[src/rtl/hold_arb.sv]
// hold_arb: round-robin arbiter that holds a one-hot grant for a whole burst
// and drives the shared engine's enable, beat index and last strobe.
module hold_arb #(
  parameter int NREQ  = 4,
  parameter int CNT_W = 4,
  parameter int ID_W  = 2
) (
  input  logic             clk,
  input  logic             rst,
  input  logic [NREQ-1:0]  req,
  input  logic [CNT_W-1:0] burst_len,
  output logic [NREQ-1:0]  gnt,
  output logic [ID_W-1:0]  gnt_id,
  output logic             run_en,
  output logic [CNT_W-1:0] beat,
  output logic             last,
  output logic             busy
);

  typedef enum logic [1:0] {
    IDLE  = 2'd0,
    GRANT = 2'd1,
    RUN   = 2'd2,
    LAST  = 2'd3
  } state_t;

  state_t           state_reg, state_next;
  logic [ID_W-1:0]  ptr_reg, ptr_next;
  logic [CNT_W-1:0] len_reg, len_next;
  logic [NREQ-1:0]  gnt_reg, gnt_next;
  logic [ID_W-1:0]  gnt_id_reg, gnt_id_next;
  logic             run_en_reg, run_en_next;
  logic [CNT_W-1:0] beat_reg, beat_next;
  logic             last_reg, last_next;
  logic             busy_reg, busy_next;

  logic             win_valid;
  logic [ID_W-1:0]  win_idx;
  logic [ID_W:0]    cand_sum;
  logic [NREQ-1:0]  win_onehot;
  logic             winner_req;
  logic [CNT_W-1:0] beat_inc;

  // Rotating priority search: scan offsets from high to low so the smallest
  // offset from ptr (highest priority) is the one left standing.
  always_comb begin
    win_valid = 1'b0;
    win_idx   = '0;
    cand_sum  = '0;
    for (int i = NREQ - 1; i >= 0; i--) begin
      cand_sum = {1'b0, ptr_reg} + (ID_W+1)'(i);
      if (cand_sum >= (ID_W+1)'(NREQ))
        cand_sum = cand_sum - (ID_W+1)'(NREQ);
      if (req[cand_sum[ID_W-1:0]]) begin
        win_valid = 1'b1;
        win_idx   = cand_sum[ID_W-1:0];
      end
    end
  end

  // One-hot decode of the search result.
  generate
    for (genvar gi = 0; gi < NREQ; gi++) begin : g_onehot
      assign win_onehot[gi] = (win_idx == ID_W'(gi));
    end
  endgenerate

  // The held winner's own request decides early abort; others are ignored.
  assign winner_req = req[gnt_id_reg];
  assign beat_inc   = beat_reg + CNT_W'(1);

  // Next-state and next-output logic; outputs are registered from these.
  always_comb begin
    state_next  = state_reg;
    ptr_next    = ptr_reg;
    len_next    = len_reg;
    gnt_next    = gnt_reg;
    gnt_id_next = gnt_id_reg;
    run_en_next = 1'b0;
    beat_next   = '0;
    last_next   = 1'b0;
    busy_next   = 1'b0;
    case (state_reg)
      IDLE: begin
        gnt_next = '0;
        if (win_valid) begin
          state_next  = GRANT;
          // A zero-length request still gets one beat.
          len_next    = (burst_len == '0) ? CNT_W'(1) : burst_len;
          gnt_next    = win_onehot;
          gnt_id_next = win_idx;
          busy_next   = 1'b1;
        end
      end
      GRANT: begin
        busy_next   = 1'b1;
        run_en_next = 1'b1;
        if (len_reg == CNT_W'(1) || !winner_req) begin
          state_next = LAST;
          last_next  = 1'b1;
        end else begin
          state_next = RUN;
        end
      end
      RUN: begin
        busy_next   = 1'b1;
        run_en_next = 1'b1;
        beat_next   = beat_inc;
        // Abort still yields one final LAST beat, so the engine always
        // sees a terminating strobe.
        if (beat_inc == len_reg - CNT_W'(1) || !winner_req) begin
          state_next = LAST;
          last_next  = 1'b1;
        end
      end
      LAST: begin
        state_next = IDLE;
        gnt_next   = '0;
        ptr_next   = (gnt_id_reg == ID_W'(NREQ - 1)) ? '0 : gnt_id_reg + ID_W'(1);
      end
      default: begin
        state_next = IDLE;
        gnt_next   = '0;
      end
    endcase
  end

  // State and output registers; reset overrides any in-flight burst.
  always_ff @(posedge clk) begin
    if (rst) begin
      state_reg  <= IDLE;
      ptr_reg    <= '0;
      len_reg    <= '0;
      gnt_reg    <= '0;
      gnt_id_reg <= '0;
      run_en_reg <= 1'b0;
      beat_reg   <= '0;
      last_reg   <= 1'b0;
      busy_reg   <= 1'b0;
    end else begin
      state_reg  <= state_next;
      ptr_reg    <= ptr_next;
      len_reg    <= len_next;
      gnt_reg    <= gnt_next;
      gnt_id_reg <= gnt_id_next;
      run_en_reg <= run_en_next;
      beat_reg   <= beat_next;
      last_reg   <= last_next;
      busy_reg   <= busy_next;
    end
  end

  assign gnt    = gnt_reg;
  assign gnt_id = gnt_id_reg;
  assign run_en = run_en_reg;
  assign beat   = beat_reg;
  assign last   = last_reg;
  assign busy   = busy_reg;

endmodule

[config.mk]
export PLATFORM = sky130hd
export DESIGN_NAME = hold_arb
export DESIGN_NICKNAME = d
export VERILOG_FILES = /design/src/rtl/hold_arb.sv
export SDC_FILE = /design/constraint.sdc
export NUM_CORES = 1
export LEC_CHECK = 0
export ABC_AREA = 0
export ABC_CLOCK_PERIOD_IN_PS = 2850
export BUFFER_PORTS_ARGS = -buffer_cell sky130_fd_sc_hd__clkbuf_2
export CORE_AREA = 3 3 49 51
export DETAILED_ROUTE_END_ITERATION = 10
export DIE_AREA = 0 0 52 54
export PLACE_DENSITY_LB_ADDON = 0.3
export SYNTH_ARGS = -nofsm -noshare
export SYNTH_HDL_FRONTEND = slang
export SYNTH_SLANG_ARGS = --single-unit
[constraint.sdc]
create_clock -name clk -period 2.85 [get_ports clk]
set_input_delay 0.1425 -clock clk [delete_from_list [all_inputs] [get_ports clk]]
set_output_delay 0.1425 -clock clk [all_outputs]
set_load 0.01 [all_outputs]
After elaboration in Yosys (flattened, before gate mapping). Cells that the tools add are included.

Register bits after elaboration: 21. Input port bits: 10. Output and inout bits: 13.

Add/sub/neg operators: 10. $lt $le $gt $ge: 9. Eq/ne operators: 11. Multiplexer cells: 36. Bitwise operators: 1. Reduce and logical (&&, ||, !) cells: 11.

Operators with widths (number): $mux W2 (11); $lt A2 B3 Y1 const B (5); $mux W1 (14); $bmux W1 S2 (5); $eq A2 B2 Y1 const B (5); $ge A3 B3 Y1 const B (3); $mux W4 (2); $pmux W2 S4 (1); $pmux W4 S2 (1); $sub A2 B1 Y2 const B (4); $add A2 B2 Y3 const B (2); $add A4 B1 Y4 const B (1); $eq A2 B1 Y1 const B (2); $eq A4 B1 Y1 const B (1); $eq A4 B4 Y1 (1); $logic_not A2 Y1 (2); $logic_not A4 Y1 (1); $ne A2 B2 Y1 const B (2); $pmux W1 S2 (2); $reduce_and A2 Y1 (2); $reduce_or A2 Y1 (2); $sub A4 B1 Y4 const B (1); $add A2 B1 Y3 const B (1); $ge A2 B3 Y1 const B (1); other kinds (5) (6).

Depth between registers and ports, before layout. Gate-level depths: netlist of the first run.

Depth in word-level cells: 12. Depth in mapped cells: 7.

Worst setup path before layout of the first run. OpenSTA, ideal clock, no wires.

Path kind: register to register. Start: register gnt_id_reg[1] (netlist: gnt_id[1]). End: register state_reg[0]. Library setup time: 0.103 ns. Arrival time: 1.564 ns. Path slack: 1.183 ns. Cell stages (with the launch flop): 5. Period minus slack after synthesis: 1.667 ns. Cell sequence: dfxtp_1 > mux4_2 > a21boi_2 > a2111oi_1 > a2111oi_2.

Longest elaborated chain between the ends: 6.

Ends and longest elaborated chain: from (decl) (RTL line 31) `logic [ID_W-1:0] gnt_id_reg, gnt_id_next;`; from (signal assigned) (RTL line 145) `gnt_id_reg <= gnt_id_next;`; $bmux W1 S2 * (RTL line 69) `assign winner_req = req[gnt_id_reg];`; $mux W1 (implied by the code) * (RTL line 69); $logic_not A1 Y1 * (RTL line 98, 111); $logic_or A1 B1 Y1, on equally long branches (RTL line 98, 111); $mux W1 or $ne A2 B2 Y1 (tied branches); $pmux W2 S4 or $reduce_and A2 Y1 (tied branches); to (signal assigned) (RTL line 141) `state_reg <= state_next;`; to (decl) (RTL line 27) `state_t state_reg, state_next;`.

Every way passes the cells marked *; elsewhere a longest branch is shown, timed or not. The select of a mux whose other input is x is not followed. A chain may end at the register's enable or synchronous reset.

Worst setup path in the final report of the first run.
Start: register state_reg[0]. End: register len_reg[3].

Longest elaborated chain between the ends: 2.

Ends and longest elaborated chain: $logic_not A2 Y1 (RTL line 83) `case (state_reg)`; $reduce_and A2 Y1 (no source line); to (signal assigned) (RTL line 143) `len_reg <= len_next;`; to (decl) (RTL line 29) `logic [CNT_W-1:0] len_reg, len_next;`.

No other way between the ends.

==> results of run 1 <==
-- stage by stage --
step	worst slack, ps	instance area (µm²)	instances	util [%]	hold slack (ps)
floorplan	1180	1130	124	-	290
global placement	1090	1250	169	63.3	392
detailed placement	1060	1250	169	63.3	405
CTS	1040	1280	173	64.6	76.9
global route	874	1280	173	64.6	80.5
finish	1040	1280	173	64.6	84.8
-- worst max-delay path: stages, from the launching register on --
cell     delay [ps]
dfxtp_1         380
inv_1           150
ha_1            210
nor2b_1         620
mux2i_1         280
nor2_1           60
-- synth_stat cells (all sizes together) --
library cell and count:
a21boi 1, nor4 2, dfxtp 21, o22ai 1, nand3 2, a21o 1
o21a 1, nand2 6, xor2 3, a211oi 3, and2 2, mux2i 8
o21ai 3, nand2b 3, or2 1, ha 10, clkbuf 4, nor2b 2
a2111oi 2, o22a 1, a22o 2, xnor2 5, inv 7, nor2 20
a211o 1, nor3 6, mux4 1, a21oi 5
-- worst min-delay path by stage --
stage                  from                 endpoint  slack [ps]  cells after the start
6_report       burst_len[2]  len_reg[2]$_SDFFE_PP0P_          80                      3
5_1_grt        burst_len[2]  len_reg[2]$_SDFFE_PP0P_          80                      3
4_1_cts        burst_len[2]  len_reg[2]$_SDFFE_PP0P_          80                      3
3_5_place_dp   burst_len[2]  len_reg[2]$_SDFFE_PP0P_         400                      3
3_3_place_gp   burst_len[1]  len_reg[1]$_SDFFE_PP0P_         390                      3
2_1_floorplan  burst_len[1]  len_reg[1]$_SDFFE_PP0P_         290                      2
-- cells by family (layout without fill, tap and decap cells) --
kind of cell | after synthesis | after routing | share of synthesized area (%)
muxes | 9 | 9 | 9.11
buffers and inverters | 11 | 33 | 3.67
DFF | 21 | 21 | 37.3
AOI/OAI and AO/OA | 21 | 21 | 13.9
adders and majority gates | 10 | 10 | 11.1
and+or+nand+nor | 44 | 44 | 18.7
xor gates and xnor gates | 8 | 8 | 6.22
-- power groups by stage --
stage                     Sequential (mW)  Clock [mW]  Combinational [mW]
final                               0.436       0.146               0.541
after global routing                0.449       0.161               0.610
after CTS                           0.437       0.149               0.542
after detailed placement            0.444           0               0.538
after global placement              0.436           0               0.518
after floorplan                     0.448           0               0.404
-- layout make-up --
class,instances,area (µm²),area share [%]
clock buffer,4,26.3,2.05
inverter,7,26.3,2.05
multi-input combinational,92,664,51.9
sequential,21,420,32.8
tap,27,33.8,2.64
timing repair buffer,22,110,8.59
-- routing by layer --
layer	up-vias	share of wire [%]
met5	-	0
met4	0	2.5
met3	6	4.2
met2	22	45
met1	419	49
li1	470	-
==> results.txt, run 1 <==
outcome = complete, no violations
Leak = 0.565 nW
largest buffer count on any clock path = 2
switching power = 455 µW
CTS H-tree lvls = 1
height of the die = 54 µm
CTS tree = done
switching share of total power = 40.5%
Post-Synthesis Cells = 124
detailed placement HPWL = 1.69 mm
Ys Warns = 0
part of the power in combinational logic = 48.2%
final estimated routing congestion in global placement = 0.859
starting utilization of the core area = 56.8%
post-synthesis sequential area ratio = 37.3%
fraction of layout instances using a drive strength above 1 = 21.9%
insertion delay to the later sink of the worst-skew pair = 310 ps
most frequent standard cell in the layout excluding fill and tap cells = clkbuf_2
startpoint type of the worst setup path = flip-flop
count of distinct cell types in the synthesized netlist = 30
number of placement rows = 16
leading post-synthesis cells by cell area = dfxtp_1 (37%), ha_1 (11%), mux2i_1 (7.1%)
Clock Sink Count = 21
global-route layer with the greatest usage = met2
sum of routed wire length over all layers = 2.17 mm
clock tree root buffer cell = clkbuf_4
Mean Syn Cell Area = 9.08 µm²
startpoint of the worst setup timing path = state_reg[0]$_SDFFE_PP0P_
depth of the most critical reg-to-reg path = 5
post-synthesis cell type with the largest combined area = dfxtp_1
global-route track usage on met3 = 3.60%
largest net degree at the start of global routing = 16
Reg2Reg Capture Point = len_reg[3]$_SDFFE_PP0P_
final routed DRC violation total = 0
wire length per cell = 12.6 µm
# Post-CTS Setup Buffers = 0
unrepaired setup endpoints after global routing = false
antenna violations before repair = 0
sequential group share of total power = 38.8%
clock power share = 13.0%
number of global-route vias before repair = 849
Die Area = 0.00281 mm²
I/O pin cnt = 23
global-route met2 utilization = 28.2%
total of endpoints with negative setup slack in the final report = 0
required time worst endpoint = 3050 ps
Setup Crit Path Kind = reg -> reg
clock transition at the register clock pins on the worst setup and hold paths after CTS = 120 ps
largest fanout on the critical path = 8
worst slew margin relative to its limit = 50.7%
number of pins with negative max-slew slack in the final report = 0
routed vias/inst = 5.30
largest vdd supply drop = 0.000518 V
Detail Route Antenna Nets = 0
total routing usage reported by global routing = 18.4%
Total Neg Setup Slack = 0 ps
destination of the critical timing path = len_reg[3]$_SDFFE_PP0P_
routed vias = 917
area growth from synthesis to layout = 13.8%
area of the mapped netlist = 0.00113 mm²
Hold-fix buffers, CTS = 0
most frequent cells in the layout = clkbuf_2 (22), dfxtp_1 (21), nor2_1 (20)
wire length of the first global-routing pass = 3.75 mm
internal cell power = 668 µW
placeable core area = 0.00198 mm²
number of fillers in the final layout = 175
number of endpoints with negative hold slack in the final report = 0
sum of overflow across all layers after global routing = 0
Tot Pwr = 1.12 mW
endpoint kind of the worst setup timing path = flip-flop
clock tree skew after final layout = 4.39 ps
worst hold path type = in -> reg
share of the synthesized area in the top cell type = 37.3%
Max Fclk = 0.551 GHz
Syn Nets = 144
number of antenna repair diodes = 0
met1 track demand over resource in global routing = 23.6%
Worst Tran Pin Value = 738 ps
iteration count of the initial detailed-routing pass = 4
setup slack on the worst flop-to-flop path = 1040 ps
Max-Cap Viols = 0
x dimension of the die = 52 µm
post-synthesis sequential element count = 21
Detailed Route Iter0 Violations = 11
Pwr per Cell Area = 877 mW/mm²
net total in the final layout = 167
number of I/O port buffers = 22
data arrival time of the critical path = 2010 ps
number of instances resized during post-cts repair = 0
worst r2r src = state_reg[0]$_SDFFE_PP0P_
fin crit period = 1810 ps
Tcrit/Tclk final = 63.6%
TritonCTS Buffers = 3
Note: power is estimated with default switching activity, not from simulation.
==> run 2, diff against run 1 <==
ABC_CLOCK_PERIOD_IN_PS = 1490   (was 2850)
CORE_AREA = 3 3 53 55   (was 3 3 49 51)
DIE_AREA = 0 0 56 58   (was 0 0 52 54)
clock period = 1.49 ns   (was 2.85 ns; I/O delays follow)
==> run 2 against run 1 <==
  * The run now ends with setup timing left
  * Global-route usage shrank 2.2 points
  * Wire length grew 13%
  * Core utilization shrank 1.4 points
  * Die area grew 16%
  * Clock-buffer cell count is the same
  * Register-to-register slack lost 1100 ps
==> results.txt, run 2 (synthesized netlist as in run 1, its figures left out) <==
I/O pin cnt = 23
iteration count of the initial detailed-routing pass = 4
failing checks = setup timing
Pwr per Cell Area = 1720 mW/mm²
final routed DRC violation total = 0
Die Area = 0.00325 mm²
CTS H-tree lvls = 1
Detail Route Antenna Nets = 0
Leak = 0.676 nW
Worst Tran Pin Value = 470 ps
CTS tree = done
number of pins with negative max-slew slack in the final report = 0
number of antenna repair diodes = 0
number of global-route vias before repair = 955
routed vias = 979
antenna violations before repair = 0
net total in the final layout = 184
Tcrit/Tclk final = 107%
number of placement rows = 18
area growth from synthesis to layout = 36.6%
largest buffer count on any clock path = 2
detailed placement HPWL = 1.84 mm
Tot Pwr = 2.64 mW
TritonCTS Buffers = 3
insertion delay to the later sink of the worst-skew pair = 310 ps
starting utilization of the core area = 46.3%
Hold-fix buffers, CTS = 0
number of fillers in the final layout = 227
x dimension of the die = 56 µm
final estimated routing congestion in global placement = 0.735
setup slack on the worst flop-to-flop path = -110 ps
largest fanout on the critical path = 4
unrepaired setup endpoints after global routing = true
clock tree skew after final layout = 12.3 ps
sum of overflow across all layers after global routing = 0
number of endpoints with negative hold slack in the final report = 0
outcome = finished, violations left
largest vdd supply drop = 0.000883 V
largest net degree at the start of global routing = 16
most frequent standard cell in the layout excluding fill and tap cells = clkbuf_2
clock tree root buffer cell = clkbuf_4
most frequent cells in the layout = clkbuf_2 (22), nor2_1 (20), buf_4 (17)
worst hold path type = in -> reg
startpoint type of the worst setup path = flip-flop
height of the die = 58 µm
Max-Cap Viols = 0
total routing usage reported by global routing = 16.2%
Detailed Route Iter0 Violations = 17
Clock Sink Count = 21
routed vias/inst = 5.07
worst slew margin relative to its limit = 68.6%
wire length of the first global-routing pass = 4.19 mm
Setup Crit Path Kind = reg -> reg
clock transition at the register clock pins on the worst setup and hold paths after CTS = 130 ps
placeable core area = 0.00243 mm²
total of endpoints with negative setup slack in the final report = 3
Max Fclk = 0.625 GHz
data arrival time of the critical path = 1810 ps
Worst Setup Slack, final = -109 ps
required time worst endpoint = 1710 ps
Total Neg Setup Slack = -210 ps
endpoint kind of the worst setup timing path = flip-flop
placed cells = 187
number of I/O port buffers = 22
wire length per cell = 12.7 µm
sum of routed wire length over all layers = 2.46 mm
fin cells = 193
fraction of layout instances using a drive strength above 1 = 44.2%
fin crit period = 1600 ps
==> run 2: changes by cell type in the layout (fill, tap and decap cells not counted), sizes merged <==
cell | before | now
buf | 0 | 17
==> run 2: what timing repair did <==
item / CTS / global route
endpoints found under the hold margin: 0 / 0
resized for setup: 9 / 8
buffers inserted: 2 / 1
pin swaps: 8 / 3
endpoints found under the setup margin: 6 / 7
==> run 2: power by group <==
group          internal [mW]  switching [mW]  total (mW)
clock                  0.104           0.181       0.286
combinational          0.783           0.726        1.51
sequential             0.721           0.121       0.842
total                   1.61            1.03        2.64
==> run 2: final cells by class <==
cell class,instances,area (µm²),area share [%]
multi-input combinational,92,777,50.5
clock buffer,4,26.3,1.71
tap,30,37.5,2.44
timing repair buffer,39,238,15.5
sequential,21,433,28.2
inverter,7,26.3,1.71
==> run 2: path summary, 6_finish.rpt <==
check / startpoint / endpoint / cells after the start
setup / recovery: len_reg[0]$_SDFFE_PP0P_ / state_reg[0]$_SDFFE_PP0P_ / 7
hold / removal: burst_len[2] / len_reg[2]$_SDFFE_PP0P_ / 3
setup reg to reg: len_reg[0]$_SDFFE_PP0P_ / state_reg[0]$_SDFFE_PP0P_ / 7
hold reg to reg: gnt[0]$_SDFFE_PP0P_ / gnt[0]$_SDFFE_PP0P_ / 2
==> run 2: critical path: stages (launching register included) <==
cell and delay [ps]:
dfxtp_4 390, inv_2 50, ha_4 150, xor2_2 140, xnor2_1 170, nor3_2 90, a21o_1 190, a2111oi_2 330
==> run 2: per-stage QoR <==
step	cell area, µm²	utilization (%)	hold slack (ps)	setup slack, ps
after CTS	1480	61.0	25.8	-110
final	1540	63.2	22.5	-109
after global placement	1400	57.5	327	-67.5
after floorplan	1150	-	222	-117
after detailed placement	1400	57.5	344	-143
after global routing	1540	63.2	35.8	-226
==> run 2: per-layer routing <==
layer  vias to the layer above  global-route usage [%]  share of wire (%)
li1                        505                       -                  -
met1                       451                    19.3                 46
met2                        21                    29.2                 50
met3                         2                    3.34                4.0
met4                         0                    5.08               0.77
met5                         -                       0                  0
